==> config.mk <==
export PLATFORM = sky130hd
export DESIGN_NAME = cntn_mod_ud
export DESIGN_NICKNAME = d
export VERILOG_FILES = /design/src/rtl/cntn_mod_ud.sv
export SDC_FILE = /design/constraint.sdc
export NUM_CORES = 1
export LEC_CHECK = 0
export BUFFER_PORTS_ARGS = -buffer_cell sky130_fd_sc_hd__buf_2
export CAP_MARGIN = 20
export CORE_AREA = 2 2 45 89
export CTS_BUF_LIST = sky130_fd_sc_hd__clkbuf_8
export DETAILED_ROUTE_END_ITERATION = 16
export DIE_AREA = 0 0 47 91
export GPL_TIMING_DRIVEN = 1
export HOLD_SLACK_MARGIN = 0.02
export PLACE_DENSITY = 0.56
export SYNTH_ARGS = -nofsm -noshare
export SYNTH_HDL_FRONTEND = slang
export SYNTH_SLANG_ARGS = --single-unit
==> constraint.sdc <==
create_clock -name clk -period 6.24 [get_ports clk]
set_clock_uncertainty 0.1 [all_clocks]
set_input_delay 1.248 -clock clk [delete_from_list [all_inputs] [get_ports clk]]
set_output_delay 1.248 -clock clk [all_outputs]
set_load 0.1 [all_outputs]
==> src/rtl/cntn_mod_ud.sv <==
// cntn_mod_ud: general-purpose modulo event/timebase counter.
//   - programmable modulo (count range 0..MODULO-1), up/down direction
//   - synchronous clear and parallel load (load value clipped to MODULO-1)
//   - wrap or saturate at the limits, with a built-in enable prescaler
//   - registered terminal-count pulse, sticky over/underflow flag, zero decode
// Optional feature: define CNTN_MOD_UD_CAPTURE_EN to add the capture input and
// the cap_out register, which snapshots the pre-update count on demand.
module cntn_mod_ud #(
    parameter int N      = 10,
    parameter int MODULO = 2**N,
    parameter int PRESC  = 1
) (
    input  logic         clk,
    input  logic         res,
    input  logic         enable,
    input  logic         clear,
    input  logic         up_dn,
    input  logic         load,
    input  logic [N-1:0] load_val,
    input  logic         sat_mode,
`ifdef CNTN_MOD_UD_CAPTURE_EN
    input  logic         capture,
    output logic [N-1:0] cap_out,
`endif
    output logic [N-1:0] cnt_out,
    output logic         tc,
    output logic         ovf,
    output logic         zero
);

    // Prescaler needs at least one bit even when it never leaves 0 (PRESC=1).
    localparam int PW = (PRESC > 1) ? $clog2(PRESC) : 1;

    // Top of the count range, and the modulo widened by one bit so that
    // MODULO = 2**N is representable for the load-clip comparison.
    localparam logic [N-1:0]  MAX_VAL  = N'(MODULO - 1);
    localparam logic [N:0]    MOD_EXT  = (N+1)'(MODULO);
    localparam logic [PW-1:0] PRE_LAST = PW'(PRESC - 1);

    logic [N-1:0]  cnt_r;
    logic [N-1:0]  cnt_nxt_s;
    logic [PW-1:0] presc_r;
    logic [PW-1:0] presc_nxt_s;
    logic          tc_r;
    logic          tc_nxt_s;
    logic          ovf_r;
    logic          ovf_nxt_s;
    logic          presc_last_s;
    logic          step_s;

    // Clip an out-of-range load value to the top of the count range so the
    // counter can never hold a value >= MODULO.
    function automatic logic [N-1:0] clip_load(input logic [N-1:0] v);
        if ({1'b0, v} < MOD_EXT) begin
            clip_load = v;
        end else begin
            clip_load = MAX_VAL;
        end
    endfunction

    assign presc_last_s = (presc_r == PRE_LAST);
    assign step_s       = enable & presc_last_s;

    // Next-state logic: clear beats load, load beats a step, and a step at the
    // limit in the current direction is a limit event (tc pulse, sticky ovf).
    always_comb begin
        cnt_nxt_s   = cnt_r;
        presc_nxt_s = presc_r;
        tc_nxt_s    = 1'b0;
        ovf_nxt_s   = ovf_r;
        if (clear) begin
            cnt_nxt_s   = {N{1'b0}};
            presc_nxt_s = {PW{1'b0}};
            ovf_nxt_s   = 1'b0;
        end else if (load) begin
            cnt_nxt_s   = clip_load(load_val);
            presc_nxt_s = {PW{1'b0}};
        end else if (enable) begin
            if (presc_last_s) begin
                presc_nxt_s = {PW{1'b0}};
            end else begin
                presc_nxt_s = presc_r + PW'(1);
            end
            if (step_s) begin
                if (up_dn) begin
                    if (cnt_r == MAX_VAL) begin
                        tc_nxt_s  = 1'b1;
                        ovf_nxt_s = 1'b1;
                        if (sat_mode) begin
                            cnt_nxt_s = MAX_VAL;
                        end else begin
                            cnt_nxt_s = {N{1'b0}};
                        end
                    end else begin
                        cnt_nxt_s = cnt_r + N'(1);
                    end
                end else begin
                    if (cnt_r == {N{1'b0}}) begin
                        tc_nxt_s  = 1'b1;
                        ovf_nxt_s = 1'b1;
                        if (sat_mode) begin
                            cnt_nxt_s = {N{1'b0}};
                        end else begin
                            cnt_nxt_s = MAX_VAL;
                        end
                    end else begin
                        cnt_nxt_s = cnt_r - N'(1);
                    end
                end
            end else begin
                cnt_nxt_s = cnt_r;
            end
        end else begin
            // enable low: count and prescaler frozen, no limit event
            cnt_nxt_s   = cnt_r;
            presc_nxt_s = presc_r;
        end
    end

    // State registers for count, prescaler and status flags.
    always_ff @(posedge clk or posedge res) begin
        if (res) begin
            cnt_r   <= {N{1'b0}};
            presc_r <= {PW{1'b0}};
            tc_r    <= 1'b0;
            ovf_r   <= 1'b0;
        end else begin
            cnt_r   <= cnt_nxt_s;
            presc_r <= presc_nxt_s;
            tc_r    <= tc_nxt_s;
            ovf_r   <= ovf_nxt_s;
        end
    end

`ifdef CNTN_MOD_UD_CAPTURE_EN
    logic [N-1:0] cap_r;

    // Snapshot of the pre-update count; independent of clear/load/step.
    always_ff @(posedge clk or posedge res) begin
        if (res) begin
            cap_r <= {N{1'b0}};
        end else if (capture) begin
            cap_r <= cnt_r;
        end else begin
            cap_r <= cap_r;
        end
    end

    assign cap_out = cap_r;
`endif

    assign cnt_out = cnt_r;
    assign tc      = tc_r;
    assign ovf     = ovf_r;
    assign zero    = (cnt_r == {N{1'b0}});

endmodule
==> metrics.csv <==
stage,metric,value,unit
floorplanning,Starting Density,34.0,%
sta,setup violators final,0,
clock_tree,cts hold-fix bufs,0,
clock_tree,Clock transition at path regs,60,ps
yosys,count of unique library cells instantiated by Yosys,51,
yosys,Yosys reg bits,12,
clock_tree,cts repair resizes,0,
power,Leak,0.600,nW
routing,DRC viols,0,
floorplanning,Core Area,3570,um2
clock_tree,TritonCTS Buffers,3,
routing,final wirelength,4510,um
routing,Final ANT Viol Nets,0,
placement,I/O Buffers,29,
placement,GP Congestion,0.978,
worst_hold_path,Hold Crit Class,register to register,
global_routing,vias in the first global route,1422,
sta,final hold violations,0,
yosys,Post-synth ARST share,100,%
floorplanning,Die W,47,um
yosys,register area share after synthesis,24.7,%
placement,Post-DP HPWL,3450,um
floorplanning,die area,4280,um2
sta,Max-slew headroom,38.8,%
sta,Slew Limit Fails,0,
critical_path,max incr delay on CP,570,ps
sta,minimum clock period,3750,ps
yosys,mapped cell area,1210,um2
sta,Final period util,60.2,%
clock_tree,CTS max path bufs,2,
clock_tree,Setup Buffers After CTS,0,
sta,RSZ-0062 raised after global routing,no,
sta,Max Clock Freq,266,MHz
layout,n_diodes,0,
global_routing,GRT overflow,0,
clock_tree,CTS tree,done,
yosys,Syn Nets,179,
critical_path,crit path kind,register to primary output,
yosys,"Top FF cell, synth",dfrtp_1,
critical_path,critical-path cell list,inv_1 -> ha_1 -> or4b_1 -> nor3_2 -> buf_2,
global_routing,first-pass GRT wire length,7200,um
sta,actual slew at the worst max-slew pin,911,ps
floorplanning,row cnt,31,
global_routing,GRT Total Usage,23.0,%
layout,Reg area,300,um2
yosys,post-synthesis instance total,160,
layout,FILL cells,404,
critical_path,Crit-path slowest cell,or4b_1,
routing,Initial DRT Pass Iterations,5,
critical_path,Crit Path Max Fanout,10,
layout,"commonest non-fill, non-tap cell in the layout",buf_2,
sta,setup TNS,0,ps
yosys,syn avg cell area,7.59,um2
clock_tree,CTS HTree Levels,1,
routing,Via Count,1475,
floorplanning,IO Count,30,
flow_run,max_cap viols,0,
critical_path,CP top delay family,simple AND/OR/NAND/NOR gates,
clock_tree,clk_lat worst skew,250,ps
clock_tree,clk sinks,12,
critical_path,"Buf+Inv Stages, Crit Path",2,
critical_path,Crit. End Element,primary output,
yosys,synth warn,0,
yosys,Post-synth EDFFs,0,
power,pwr dens,222,nW/um2
power,VDD IR max,0.000143,V
routing,Iteration-0 DRC Markers,101,
routing,wire per inst,19.7,um
layout,Multi-input gate area,797,um2
critical_path,data arrival time of the critical path,2410,ps
routing,Avg Vias per Cell,6.44,
run_status,run status,completed,
critical_path,Setup crit start kind,register,
global_routing,largest net degree at the start of global routing,16,
layout,most frequent cells in the layout,"buf_2, nor3_1, nor2_1, dfrtp_1",
floorplanning,Die Height,91,um
layout,fin nets,200,
layout,layout cells sized above 1,23.3,%
clock_tree,CTS root buf,clkbuf_8,
layout,Layout area overhead,15.4,%
global_routing,initial antenna violation count,0,
placement,placed instance count,225,
layout,Post-Layout Cell Count,229,
critical_path,critical path data required time,4890,ps
-- stage by stage --
stage | utilization (%) | area (um2) | setup slack [ps] | hold WS (ps) | power (mW)
floorplan | - | 1210 | 1760 | 946 | 0.197
global placement | 37.7 | 1350 | 2880 | 365 | 0.220
detailed placement | 37.7 | 1350 | 2790 | 371 | 0.222
CTS | 39.2 | 1400 | 2520 | 386 | 0.311
global route | 39.2 | 1400 | 2360 | 396 | 0.326
finish | 39.2 | 1400 | 2490 | 386 | 0.311
-- report_power, final --
part           leakage, nW  switching, mW  internal (mW)
Clock               0.0288         0.0315         0.0559
Combinational        0.413         0.0913         0.0330
Sequential           0.158         0.0165         0.0832
Total                0.600          0.139          0.172
-- synth_stat cells, drive strengths merged, types with 4 or more instances --
cell type	count	area, um2
nor2	12	45.0
o21ai	9	45.0
nor3	13	70.1
a21oi	8	40.0
and3	4	28.8
buf	7	52.5
inv	10	37.5
dfrtp	12	300
nand2	10	37.5
nor4	4	25.0
nand3	8	40.0
clkbuf	6	22.5
nand4	4	25.0
-- final cells by class --
type | count | share of cell area (%)
multi-input combinational | 124 | 56.9
inverter | 11 | 2.95
timing repair buffer | 29 | 10.4
tap | 49 | 4.38
sequential | 12 | 21.4
clock buffer | 4 | 3.93
-- worst register-to-register path, delay by kind of cell, from the launching register on --
family	cells	cell delay [ps]
and+or+nand+nor	2	1000
AOI/OAI and AO/OA	3	410
DFF	1	470
adders and majority gates	1	260
buffers and inverters	1	160
-- final timing paths --
kind | end | cells past startpoint | slack (ps) | from
hold reg to reg | ovf | 1 | 390 | ovf
min in group asynchronous | cnt_out[9] | 2 | 900 | res
max in group asynchronous | cnt_out[4] | 2 | 4810 | res
setup reg to reg | cnt_out[8] | 7 | 3720 | cnt_out[0]
hold / removal | ovf | 1 | 390 | ovf
setup / recovery | zero | 5 | 2490 | cnt_out[0]
-- state kept, by name, summed over array words and instances, names as in the netlist --
name     flops
cnt_out     10
ovf          1
tc           1
-- cells by family (layout without fill, tap and decap cells) --
family | after synthesis | after routing | share of synthesized area [%]
multiplexers | 3 | 3 | 2.58
XOR/XNOR | 1 | 1 | 0.722
adder cells (fa/ha/maj) | 2 | 2 | 2.06
AO/OA/AOI/OAI | 51 | 51 | 30.1
flip-flops | 12 | 12 | 24.7
buffers and inverters | 24 | 44 | 9.59
AND/OR/NAND/NOR | 67 | 67 | 30.2
-- per-layer routing --
metal / part of all wire, % / vias up / wire length [um] / track usage, %
met2: 52 / 96 / 2360 / 36.9
met4: 7.2 / 0 / 325 / 16.4
met1: 34 / 691 / 1530 / 26.1
met3: 6.4 / 31 / 288 / 2.39
met5: 0 / - / 0 / 0
li1: - / 657 / - / -
No activity file was read; power rests on OpenSTA's default activity.
